**src/rtl/mips_mc_ctrl_pkg.sv**
```systemverilog
// Shared definitions for the multi-cycle MIPS control path: opcodes, select codes,
// FSM state encodings and the bundled control-word type.
package mips_mc_ctrl_pkg;

    localparam logic [5:0] OP_RTYPE    = 6'h00;
    localparam logic [5:0] OP_J        = 6'h02;
    localparam logic [5:0] OP_BEQ      = 6'h04;
    localparam logic [5:0] OP_ADDI     = 6'h08;
    localparam logic [5:0] OP_SPECIAL2 = 6'h1C;
    localparam logic [5:0] OP_LW       = 6'h23;
    localparam logic [5:0] OP_SW       = 6'h2B;

    localparam logic [1:0] ALU_OP_ADD      = 2'd0;
    localparam logic [1:0] ALU_OP_SUB      = 2'd1;
    localparam logic [1:0] ALU_OP_FUNCT    = 2'd2;
    localparam logic [1:0] ALU_OP_SPECIAL2 = 2'd3;

    localparam logic [1:0] SRC_B_REG     = 2'd0;
    localparam logic [1:0] SRC_B_FOUR    = 2'd1;
    localparam logic [1:0] SRC_B_IMM     = 2'd2;
    localparam logic [1:0] SRC_B_IMM_SH2 = 2'd3;

    localparam logic [1:0] PC_SRC_ALU    = 2'd0;
    localparam logic [1:0] PC_SRC_ALUOUT = 2'd1;
    localparam logic [1:0] PC_SRC_JUMP   = 2'd2;

    typedef enum logic [3:0] {
        S_FETCH   = 4'd0,
        S_DECODE  = 4'd1,
        S_EXEC    = 4'd2,
        S_ALU_WB  = 4'd3,
        S_MEM_ADR = 4'd4,
        S_MEM_RD  = 4'd5,
        S_MEM_WB  = 4'd6,
        S_MEM_WR  = 4'd7,
        S_BRANCH  = 4'd8,
        S_JUMP    = 4'd9,
        S_ADDI_EX = 4'd10,
        S_ADDI_WB = 4'd11
    } state_e;

    typedef struct packed {
        logic       pc_en;
        logic       i_or_d;
        logic       mem_read;
        logic       mem_write;
        logic       ir_write;
        logic       reg_dst;
        logic       mem_to_reg;
        logic       reg_write;
        logic       alu_src_a;
        logic [1:0] alu_src_b;
        logic [1:0] alu_op;
        logic [1:0] pc_source;
        logic       illegal_op;
        logic       instr_done;
    } ctrl_t;

    function automatic logic is_legal_op(input logic [5:0] op);
        return (op == OP_RTYPE) || (op == OP_SPECIAL2) || (op == OP_LW) || (op == OP_SW) ||
               (op == OP_BEQ) || (op == OP_J) || (op == OP_ADDI);
    endfunction

endpackage

```
**src/rtl/mips_mc_ctrl_decode.sv**
```systemverilog
// Combinational control-word decode: maps the current FSM state (plus the few live
// inputs that gate strobes) onto every datapath enable and mux select.
module mips_mc_ctrl_decode
    import mips_mc_ctrl_pkg::*;
(
    input  state_e     state_i,
    input  logic [5:0] opcode_i,
    input  logic       zero_i,
    input  logic       mem_ready_i,
    output ctrl_t      ctrl_o
);

    logic pc_write;
    logic pc_write_cond;

    always_comb begin
        // NOTE: every output gets a default before the case so no path infers a latch.
        ctrl_o        = '0;
        pc_write      = 1'b0;
        pc_write_cond = 1'b0;
        case (state_i)
            S_FETCH: begin
                ctrl_o.mem_read  = 1'b1;
                ctrl_o.alu_src_b = SRC_B_FOUR;
                ctrl_o.alu_op    = ALU_OP_ADD;
                ctrl_o.pc_source = PC_SRC_ALU;
                ctrl_o.ir_write  = mem_ready_i;
                pc_write         = mem_ready_i;
            end
            S_DECODE: begin
                ctrl_o.alu_src_b  = SRC_B_IMM_SH2;
                ctrl_o.alu_op     = ALU_OP_ADD;
                ctrl_o.illegal_op = !is_legal_op(opcode_i);
            end
            S_EXEC: begin
                ctrl_o.alu_src_a = 1'b1;
                ctrl_o.alu_src_b = SRC_B_REG;
                ctrl_o.alu_op    = (opcode_i == OP_SPECIAL2) ? ALU_OP_SPECIAL2 : ALU_OP_FUNCT;
            end
            S_ALU_WB: begin
                ctrl_o.reg_dst    = 1'b1;
                ctrl_o.reg_write  = 1'b1;
                ctrl_o.instr_done = 1'b1;
            end
            S_MEM_ADR, S_ADDI_EX: begin
                ctrl_o.alu_src_a = 1'b1;
                ctrl_o.alu_src_b = SRC_B_IMM;
                ctrl_o.alu_op    = ALU_OP_ADD;
            end
            S_MEM_RD: begin
                ctrl_o.mem_read = 1'b1;
                ctrl_o.i_or_d   = 1'b1;
            end
            S_MEM_WB: begin
                ctrl_o.mem_to_reg = 1'b1;
                ctrl_o.reg_write  = 1'b1;
                ctrl_o.instr_done = 1'b1;
            end
            S_MEM_WR: begin
                ctrl_o.mem_write  = 1'b1;
                ctrl_o.i_or_d     = 1'b1;
                ctrl_o.instr_done = mem_ready_i;
            end
            S_BRANCH: begin
                ctrl_o.alu_src_a  = 1'b1;
                ctrl_o.alu_src_b  = SRC_B_REG;
                ctrl_o.alu_op     = ALU_OP_SUB;
                ctrl_o.pc_source  = PC_SRC_ALUOUT;
                ctrl_o.instr_done = 1'b1;
                pc_write_cond     = 1'b1;
            end
            S_JUMP: begin
                ctrl_o.pc_source  = PC_SRC_JUMP;
                ctrl_o.instr_done = 1'b1;
                pc_write          = 1'b1;
            end
            S_ADDI_WB: begin
                ctrl_o.reg_write  = 1'b1;
                ctrl_o.instr_done = 1'b1;
            end
            default: ;
        endcase
        ctrl_o.pc_en = pc_write | (pc_write_cond & zero_i);
    end

endmodule

```
**src/rtl/mips_mc_ctrl.sv**
```systemverilog
// Multi-cycle MIPS main control FSM: state register, next-state logic and the
// retired-instruction counter; control outputs come from mips_mc_ctrl_decode.
module mips_mc_ctrl
    import mips_mc_ctrl_pkg::*;
#(
    parameter int CNT_W = 32
) (
    input  logic             clk,
    input  logic             rst,
    input  logic [5:0]       opcode,
    input  logic             zero,
    input  logic             mem_ready,
    output logic             pc_en,
    output logic             i_or_d,
    output logic             mem_read,
    output logic             mem_write,
    output logic             ir_write,
    output logic             reg_dst,
    output logic             mem_to_reg,
    output logic             reg_write,
    output logic             alu_src_a,
    output logic [1:0]       alu_src_b,
    output logic [1:0]       alu_op,
    output logic [1:0]       pc_source,
    output logic             illegal_op,
    output logic             instr_done,
    output logic [CNT_W-1:0] instr_count
);

    state_e           state_q, state_d;
    logic [CNT_W-1:0] count_q, count_d;
    ctrl_t            ctrl, ctrl_gated;

    mips_mc_ctrl_decode u_decode (
        .state_i     (state_q),
        .opcode_i    (opcode),
        .zero_i      (zero),
        .mem_ready_i (mem_ready),
        .ctrl_o      (ctrl)
    );

    always_comb begin
        state_d = state_q;
        case (state_q)
            S_FETCH:   if (mem_ready) state_d = S_DECODE;
            S_DECODE: begin
                case (opcode)
                    OP_RTYPE, OP_SPECIAL2: state_d = S_EXEC;
                    OP_LW, OP_SW:          state_d = S_MEM_ADR;
                    OP_BEQ:                state_d = S_BRANCH;
                    OP_J:                  state_d = S_JUMP;
                    OP_ADDI:               state_d = S_ADDI_EX;
                    default:               state_d = S_FETCH;
                endcase
            end
            S_EXEC:    state_d = S_ALU_WB;
            S_MEM_ADR: state_d = (opcode == OP_SW) ? S_MEM_WR : S_MEM_RD;
            S_MEM_RD:  if (mem_ready) state_d = S_MEM_WB;
            S_MEM_WR:  if (mem_ready) state_d = S_FETCH;
            S_ADDI_EX: state_d = S_ADDI_WB;
            default:   state_d = S_FETCH;
        endcase
    end

    assign count_d = count_q + CNT_W'(ctrl.instr_done);

    // NOTE: sequential state uses non-blocking assignments so every flop samples pre-edge values.
    always_ff @(posedge clk or posedge rst) begin
        if (rst) begin
            state_q <= S_FETCH;
            count_q <= '0;
        end else begin
            state_q <= state_d;
            count_q <= count_d;
        end
    end

    // Reset must silence the datapath immediately, not just at the next edge.
    assign ctrl_gated = rst ? '0 : ctrl;

    assign pc_en       = ctrl_gated.pc_en;
    assign i_or_d      = ctrl_gated.i_or_d;
    assign mem_read    = ctrl_gated.mem_read;
    assign mem_write   = ctrl_gated.mem_write;
    assign ir_write    = ctrl_gated.ir_write;
    assign reg_dst     = ctrl_gated.reg_dst;
    assign mem_to_reg  = ctrl_gated.mem_to_reg;
    assign reg_write   = ctrl_gated.reg_write;
    assign alu_src_a   = ctrl_gated.alu_src_a;
    assign alu_src_b   = ctrl_gated.alu_src_b;
    assign alu_op      = ctrl_gated.alu_op;
    assign pc_source   = ctrl_gated.pc_source;
    assign illegal_op  = ctrl_gated.illegal_op;
    assign instr_done  = ctrl_gated.instr_done;
    assign instr_count = count_q;

endmodule
```
**config.mk**
```make
export PLATFORM = sky130hd
export DESIGN_NAME = mips_mc_ctrl
export DESIGN_NICKNAME = d
export VERILOG_FILES = /design/src/rtl/mips_mc_ctrl_pkg.sv /design/src/rtl/mips_mc_ctrl_decode.sv /design/src/rtl/mips_mc_ctrl.sv
export SDC_FILE = /design/constraint.sdc
export NUM_CORES = 1
export LEC_CHECK = 0
export CORE_MARGIN = 10
export CORE_UTILIZATION = 50
export DETAILED_ROUTE_END_ITERATION = 10
export DONT_BUFFER_PORTS = 1
export SYNTH_ARGS = -nofsm -noshare
export SYNTH_HDL_FRONTEND = slang
export SYNTH_SLANG_ARGS = --single-unit
```
**constraint.sdc**
```tcl
create_clock -name clk -period 4.9 [get_ports clk]
set_input_delay 0.98 -clock clk [delete_from_list [all_inputs] [get_ports clk]]
set_output_delay 0.98 -clock clk [all_outputs]
set_load 0.005 [all_outputs]
```
==> results of run 1 <==
-- logic make-up (layout without fill, tap and decap cells) --
family,count (synthesis),in the layout,share of synthesized area (%)
adder cells (fa/ha/maj),3,3,1.79
flip-flops,36,36,46.2
AND/OR/NAND/NOR,94,94,27.6
XOR/XNOR,33,33,14.8
multiplexers,1,1,0.513
buffers and inverters,13,14,2.88
AO/OA/AOI/OAI,19,19,6.22
-- worst paths after layout --
path	slack (ns)	start	cells past startpoint	to
max	1.86	state_q[0]	4	illegal_op
max in group asynchronous	3.87	rst	2	instr_count[0]
min in group asynchronous	0.69	rst	2	state_q[3]
max reg2reg	1.97	state_q[2]	9	instr_count[28]
min reg2reg	0.51	instr_count[31]	1	instr_count[31]
min	0.51	instr_count[31]	1	instr_count[31]
-- area by class of cell --
type                       count  area [um^2]  area share, %
multi-input combinational    150          995           47.5
sequential                    36          901           43.0
clock buffer                   5         68.8           3.29
tap                           48         60.1           2.87
clock inverter                 3         42.5           2.03
inverter                       5         18.8          0.897
timing repair buffer           1         7.51          0.359
-- sequential cells by signal, summed over array words and instances, names as in the netlist --
| name | flops |
|---|---|
| instr_count | 32 |
| state_q | 4 |
-- per-layer routing --
metal,vias up,track usage [%]
met2,55,22.1
met3,4,6.26
met4,0,3.06
met1,747,16.5
li1,712,-
met5,-,0
-- placed cells by master, fill, tap and decap left out, types with 5 or more instances in the layout --
cell,count
and3_1,10
o21ai_0,6
nand2_1,14
nand4_1,11
xnor2_1,25
nor4_1,6
dfrtp_1,36
nand3_1,15
nor3_1,7
xor2_1,8
clkbuf_8,5
nor2_1,14
-- power groups by stage --
stage                     clock network (mW)  registers [mW]  logic (mW)
after floorplan                            0           0.383       0.195
after global placement                     0           0.427       0.196
after detailed placement                   0           0.428       0.199
after CTS                              0.265           0.422       0.200
after global routing                   0.285           0.432       0.223
final                                  0.258           0.422       0.197
-- worst max-delay path, delay by kind of cell (launching register included) --
| kind | cells | cell delay [ns] |
|---|---|---|
| DFF | 1 | 0.65 |
| AOI/OAI and AO/OA | 1 | 0.19 |
| and+or+nand+nor | 2 | 0.84 |
| buffers and inverters | 1 | 0.10 |
==> impl_metrics.toml, run 1 <==
[timing]
relSlewSlack_pct = 54.5
finalSetupViolCount = 0
hold_viol_final = 0
whs_ns = 0.506
fin_skew_ns = 0.00354
finalSetupTns_ns = 0
clock.fmax_mhz = 329
worst_pin_slew_ns = 0.677
rsz0062_at_grt = "no"
period_share_pct = 62.1
min_period_ns = 3.04
worst_slack_ns = 1.86
slew_viol_final = 0

[die]
dieWidth_um = 82.5
die_area_mm2 = 0.00680
io_pins = 59
initial_core_util_pct = 52.5
num_rows = 22
die_y_um = 82.5
coreArea_mm2 = 0.00372

[global_route]
grt_pass1_vias = 1467
grt_antenna_before_repair = 0
grt.total_usage_pct = 13.7
grt_max_degree = 39
grt_overflow = 0
grt_pass1_wl_mm = 7.25

[synth]
synth.largest_area_cell = "dfrtp_1"
synth-async-reset-ratio_pct = 100
synthDominantCellAreaShare_pct = 46.2
ys_ff_latch = 36
yosys_warnings = 0
synth_area_leaders = "dfrtp_1, xnor2_1, nand3_1"
synth.most_common_cell = "dfrtp_1"
yosys-top-cells-count = "dfrtp_1, xnor2_1, nand3_1"
synthCells = 199
ys_seq_area_share_pct = 46.2
synth-main-ff-cell = "dfrtp_1"
syn_area_mm2 = 0.00195
syn_area_per_cell_um2 = 9.81
syn_nets = 211
synth_edf_count = 0
synth.distinct_cells = 40

[flow_run]
maxCapViolCount = 0

[worst_setup_path]
criticalPathCategory = "reg2out"
cp.required_ns = 3.92
critPathMaxStageDelay_ns = 0.65
cp_max_fo = 16
cp_cell_sequence = "inv_2 -> or3_4 -> or4_1 -> a21oi_1"
crit_slowest_cell = "dfrtp_1"
end_kind = "primary output"
critPathLaunchType = "register"
crit_arrival_ns = 2.06

[power]
p_leak_nw = 0.918
comb_power_share_pct = 22.5
vdd_ir_drop_max_mv = 0.203
power_frac_clock_pct = 29.4
pwr-share-seq_pct = 48.1
p_sw_share_pct = 34.6
power_mw = 0.877
p_switching_mw = 0.303
powerDensity_mw_per_mm2 = 419
p_int_mw = 0.574

[clock_tree]
cts_tree = "done"
ctsHoldBuffers = 0
post_cts_resized = 0
postCtsSetupRepairBufs = 0
cts-buffers-inserted = 5
path_clk_slew_ns = 0.07
clockBufferDepth = 2
worstSkewPairLatency_ns = 0.28
cts.sinks = 36
clock-root-buffer = "clkbuf_8"
cts.htree.levels = 2

[drt]
wl_met3_um = 429
routed_wl_mm = 4.50
drc = 0
viasPerCell = 6.12
wl_per_cell_um = 18.1
wl_met1_mm = 1.87
firstDrtPassIters = 4
vias = 1518
ant_nets = 0
wl_met2_mm = 2.17
drtIter0Drc = 70
topRoutingLayerUsed = "met4"

[cells_and_area]
fin_cells = 248
nets = 211
antenna_cells = 0
nFillCells = 362
syn_to_final_growth_pct = 7.24
post_route_cells_drive_above_1_share_pct = 7.50
final_area_mm2 = 0.00209
fin_util_pct = 56.3

[min_path]
holdCritPathClass = "reg2reg"

[place]
gp_congestion = 0.772
dpl_worst_slack_ns = 1.88
place_area_mm2 = 0.00198
portBuffers = 0
dp_hpwl_mm = 3.39
dp_cells = 240

[status]
run_status = "completed"
Power figures use the tool's default switching activity.
==> run 2: changes to the inputs <==
- clock period: 4.9 -> 3.1 ns (I/O delays scaled with it)
==> run 2 against run 1 <==
  * Setup slack got worse by 1.5 ns
  * Clock-buffer cell count rose by 1
  * Global-route usage rose by 0.23 points
  * Critical path depth did not move
  * Total power rose by 57%
  * Hold slack got worse by 0.36 ns
  * Largest cell class unchanged
  * First-iteration DRC count rose by 41%
  * Register-to-register slack got worse by 1.4 ns
  * Wire length rose by 1.3%
  * Via count fell by 0.66%
  * Combinational power rose by 60%
  * Sequential power rose by 58%
==> impl_metrics.toml, run 2 (synthesis gave the netlist of run 1 again) <==
[status]
run_status = "completed"

[die]
die_area_mm2 = 0.00680
io_pins = 59
dieWidth_um = 82.5
die_y_um = 82.5
num_rows = 22
initial_core_util_pct = 52.5
coreArea_mm2 = 0.00372

[clock_tree]
cts.sinks = 36
cts-buffers-inserted = 5
post_cts_resized = 0
postCtsSetupRepairBufs = 0
ctsHoldBuffers = 0
cts_tree = "done"
cts.htree.levels = 2
worstSkewPairLatency_ns = 0.28
clockBufferDepth = 2
clock-root-buffer = "clkbuf_8"
path_clk_slew_ns = 0.07

[worst_setup_path]
crit_arrival_ns = 2.09
setup.worst_path.start = "state_q[0]"
criticalPathCategory = "reg2out"
end_kind = "primary output"
cp_max_fo = 16
cp.required_ns = 2.48
r2r_start = "state_q[2]"
critPathLaunchType = "register"

[global_route]
grt.total_usage_pct = 14.0
grt_pass1_vias = 1540
grt_antenna_before_repair = 0
grt_max_degree = 32
grt_pass1_wl_mm = 7.46
grt_overflow = 0

[drt]
routed_wl_mm = 4.56
firstDrtPassIters = 4
viasPerCell = 6.06
topRoutingLayerUsed = "met4"
wl_met1_mm = 1.84
wl_met2_mm = 2.20
drc = 0
vias = 1508
ant_nets = 0
wl_per_cell_um = 18.3
wl_met3_um = 471
drtIter0Drc = 99

[power]
powerDensity_mw_per_mm2 = 658
p_leak_nw = 0.924
vdd_ir_drop_max_mv = 0.414

[place]
dp_hpwl_mm = 3.44
portBuffers = 0
gp_congestion = 0.753
place_area_mm2 = 0.00199

[min_path]
holdCritPathClass = "in2async"

[timing]
hold_viol_final = 0
clock.fmax_mhz = 368
slew_viol_final = 0
relSlewSlack_pct = 53.7
min_period_ns = 2.71
finalSetupTns_ns = 0
finalSetupViolCount = 0
period_share_pct = 87.6
fin_skew_ns = 0.00410
rsz0062_at_grt = "no"
worst_pin_slew_ns = 0.689

[cells_and_area]
post_route_cells_drive_above_1_share_pct = 7.46
antenna_cells = 0
final_cell_mix = "dfrtp_1, xnor2_1, nand3_1"
nets = 212
final_area_mm2 = 0.00210
final_common_cell = "dfrtp_1"
largest_reg_flops = 32
syn_to_final_growth_pct = 7.44

[flow_run]
maxCapViolCount = 0
run 2: cell type report:
| class | instances | area (um^2) |
|---|---|---|
| fill | 337 | 1620 |
| multi-input combinational | 150 | 995 |
| sequential | 36 | 901 |
| clock buffer | 6 | 72.6 |
| tap | 48 | 60.1 |
| clock inverter | 2 | 35.0 |
| inverter | 5 | 18.8 |
| timing repair buffer | 2 | 15.0 |
run 2: stage by stage:
stage          setup WS (ns)  hold WS [ns]  total power, mW  cells  utilization [%]
6_report               0.386         0.144             1.38    249             56.4
5_1_grt                0.242         0.140             1.49    249             56.4
4_1_cts                0.366         0.139             1.40    249             56.4
3_5_place_dp           0.548         0.448            0.998    241             53.5
3_3_place_gp           0.666         0.445            0.981    241             53.5
2_1_floorplan          0.472         0.468            0.914    199                -
run 2: worst paths after layout:
check	slack, ns	cells past startpoint	end
worst max-delay path	0.39	4	illegal_op
worst min-delay path	0.14	1	instr_count[0]
worst max register to register	0.54	10	instr_count[24]
worst min register to register	0.52	1	instr_count[31]
max in group asynchronous	2.29	2	instr_count[18]
min in group clk	0.52	1	instr_count[31]
run 2: worst max-delay path, stage by stage (launching register included):
cell     delay (ns)
dfrtp_1        0.67
inv_2          0.12
or3_4          0.43
or4_1          0.40
a21oi_1        0.21
run 2: power by group:
group / switching, mW / internal, mW / leakage (nW)
logic: 0.178 / 0.137 / 0.384
registers: 0.136 / 0.532 / 0.485
clock network: 0.158 / 0.238 / 0.0552
run 2: per-layer routing:
metal | GRT usage, % | vias up
li1 | - | 712
met1 | 16.4 | 736
met2 | 22.0 | 55
met3 | 6.37 | 5
met4 | 4.93 | 0
met5 | 0 | -
==> run 3: changes to the inputs <==
- ABC_AREA: unset -> 1
- CORE_UTILIZATION: 50 -> 49
- DONT_BUFFER_PORTS: 1 -> unset
- PLACE_DENSITY: unset -> 0.8
==> run 3 against run 2 <==
  * Final cell count grew 79%
  * Die area grew 15%
  * Via count grew 51%
  * Wire length grew 31%
  * Critical path depth grew 3
  * Clock power grew 44%
  * Total power grew 14%
  * Utilization grew 14 points
==> impl_metrics.toml, run 3 <==
[die]
dieWidth_um = 88.6
coreArea_mm2 = 0.00444
io_pins = 59
num_rows = 24
initial_core_util_pct = 51.9
die_area_mm2 = 0.00785
die_y_um = 88.6

[cells_and_area]
final_common_cell = "nand2_1"
nets = 404
nFillCells = 390
largest_reg_flops = 32
syn_to_final_growth_pct = 34.8
post_route_cells_drive_above_1_share_pct = 7.89
fin_util_pct = 69.9
final_area_mm2 = 0.00311
final_cell_mix = "nand2_1, nor2_1, clkdlybuf4s50_1"
antenna_cells = 0
fin_cells = 445

[min_path]
holdCritPathClass = "reg2reg"
hold_start = "instr_count[31]"

[clock_tree]
ctsHoldBuffers = 0
clock-root-buffer = "clkbuf_8"
post_cts_resized = 0
cts.sinks = 36
worstSkewPairLatency_ns = 0.29
cts.htree.levels = 2
cts_tree = "done"
clockBufferDepth = 2
cts-buffers-inserted = 5
postCtsSetupRepairBufs = 0
path_clk_slew_ns = 0.07

[drt]
ant_nets = 0
firstDrtPassIters = 4
drtIter0Drc = 113
wl_per_cell_um = 13.4
viasPerCell = 5.12
routed_wl_mm = 5.97
vias = 2277
drc = 0

[power]
p_switching_mw = 0.452
powerDensity_mw_per_mm2 = 504
vdd_ir_drop_max_mv = 0.285
p_sw_share_pct = 28.9
pwr-share-seq_pct = 36.4
p_int_mw = 1.11
comb_power_share_pct = 27.0
p_leak_nw = 1.45
power_frac_clock_pct = 36.6

[synth]
synth.largest_area_cell = "dfrtp_1"
synth-main-ff-cell = "dfrtp_1"
synth_fa_ha_area_share_pct = 1.09
synthXorXnorAreaFrac_pct = 6.40
synthCells = 329
synth_top_family_by_area = "simple AND/OR/NAND/NOR gates"
ys_ff_latch = 36
syn_nets = 341
synth-async-reset-ratio_pct = 100
synth_area_leaders = "dfrtp_1, nand2_1, nor2_1"
ys_seq_area_share_pct = 39.1
yosys_warnings = 0
yosys.area_share.simple_pct = 44.4
synthMuxAreaShare_pct = 0
synth_compound_area_share_pct = 3.53
syn_area_per_cell_um2 = 7.01
synthDominantCellAreaShare_pct = 39.1
synth.most_common_cell = "nand2_1"
syn_area_mm2 = 0.00231
synth_edf_count = 0
yosys-top-cells-count = "nand2_1, nor2_1, dfrtp_1"
synth.distinct_cells = 28

[place]
gp_congestion = 0.893
dp_hpwl_mm = 4.77
dp_cells = 437
place_area_mm2 = 0.00295
portBuffers = 58
dpl_worst_slack_ns = 0.248

[timing]
hold_viol_final = 0
clock.fmax_mhz = 346
finalSetupTns_ns = 0
finalSetupViolCount = 0
relSlewSlack_pct = 69.5
period_share_pct = 93.1
rsz0062_at_grt = "no"
worst_slack_ns = 0.213
worst_pin_slew_ns = 0.457
fin_skew_ns = 0.00408
slew_viol_final = 0
min_period_ns = 2.89

[worst_setup_path]
cp_max_fo = 4
critPathLaunchType = "primary input"
cp.required_ns = 2.48
end_kind = "primary output"
crit_arrival_ns = 2.27
r2r_start = "state_q[1]"
setup.worst_path.start = "opcode[2]"
criticalPathCategory = "in2out"

[status]
run_status = "completed"

[global_route]
grt_max_degree = 37
grt_antenna_before_repair = 0
grt_pass1_vias = 2230
grt_overflow = 0
grt_pass1_wl_mm = 10.1
grt.total_usage_pct = 15.9

[flow_run]
maxCapViolCount = 0
-- run 3: cell types whose count changed after synthesis, sizes merged, moves of 3 or more --
cell,before,now
xor2,8,11
nor2,14,71
and3,10,0
nand4b,3,0
clkbuf,6,2
nand2,14,124
nand4,11,3
xnor2,25,5
nand3b,1,11
inv,5,29
nor4,7,0
-- run 3: path summary, 6_finish.rpt --
check / end / slack, ns / depth (start not counted)
setup / recovery: illegal_op / 0.21 / 7
hold / removal: instr_count[31] / 0.51 / 2
setup reg to reg: instr_count[20] / 0.82 / 13
hold reg to reg: instr_count[31] / 0.51 / 2
max in group asynchronous: instr_count[17] / 1.88 / 3
min in group asynchronous: instr_count[10] / 0.91 / 3
-- run 3: kinds of logic after synthesis --
kind of cell / count (synthesis)
buffers and inverters: 33
flip-flops: 36
adder cells (fa/ha/maj): 2
AO/OA/AOI/OAI: 13
XOR/XNOR: 16
AND/OR/NAND/NOR: 229
-- run 3: cell type report --
cell class	instances	area, um^2	share of cell area, %
clock buffer	5	68.8	2.21
inverter	29	109	3.50
tap	52	65.1	2.09
timing repair buffer	60	596	19.2
multi-input combinational	260	1280	41.1
clock inverter	3	90.1	2.90
sequential	36	901	29.0
-- run 3: per-layer routing --
metal | vias up | wire (um) | track usage (%)
met5 | - | 0 | 0
met1 | 1053 | 2670 | 20.3
met2 | 72 | 2790 | 25.8
li1 | 1146 | - | -
met4 | 0 | 70 | 4.70
met3 | 6 | 443 | 3.95
-- run 3: critical path, stage by stage --
cell             delay (ns)
clkdlybuf4s50_1        0.46
nor2_1                 0.17
inv_1                  0.08
nand2_1                0.07
o21ai_0                0.10
nor3_1                 0.23
clkdlybuf4s50_1        0.54
-- run 3: power by group through the flow --
stage	logic, mW	registers [mW]	clock network (mW)
2_1_floorplan	0.254	0.555	0
3_3_place_gp	0.424	0.578	0
3_5_place_dp	0.426	0.579	0
4_1_cts	0.429	0.570	0.580
5_1_grt	0.476	0.579	0.598
6_report	0.423	0.570	0.573
-- run 3: through the flow --
step / total power [mW] / hold slack, ns
final: 1.57 / 0.506
after global routing: 1.65 / 0.541
after CTS: 1.58 / 0.508
after detailed placement: 1.00 / 0.485
after global placement: 1.00 / 0.474
after floorplan: 0.809 / 0.476
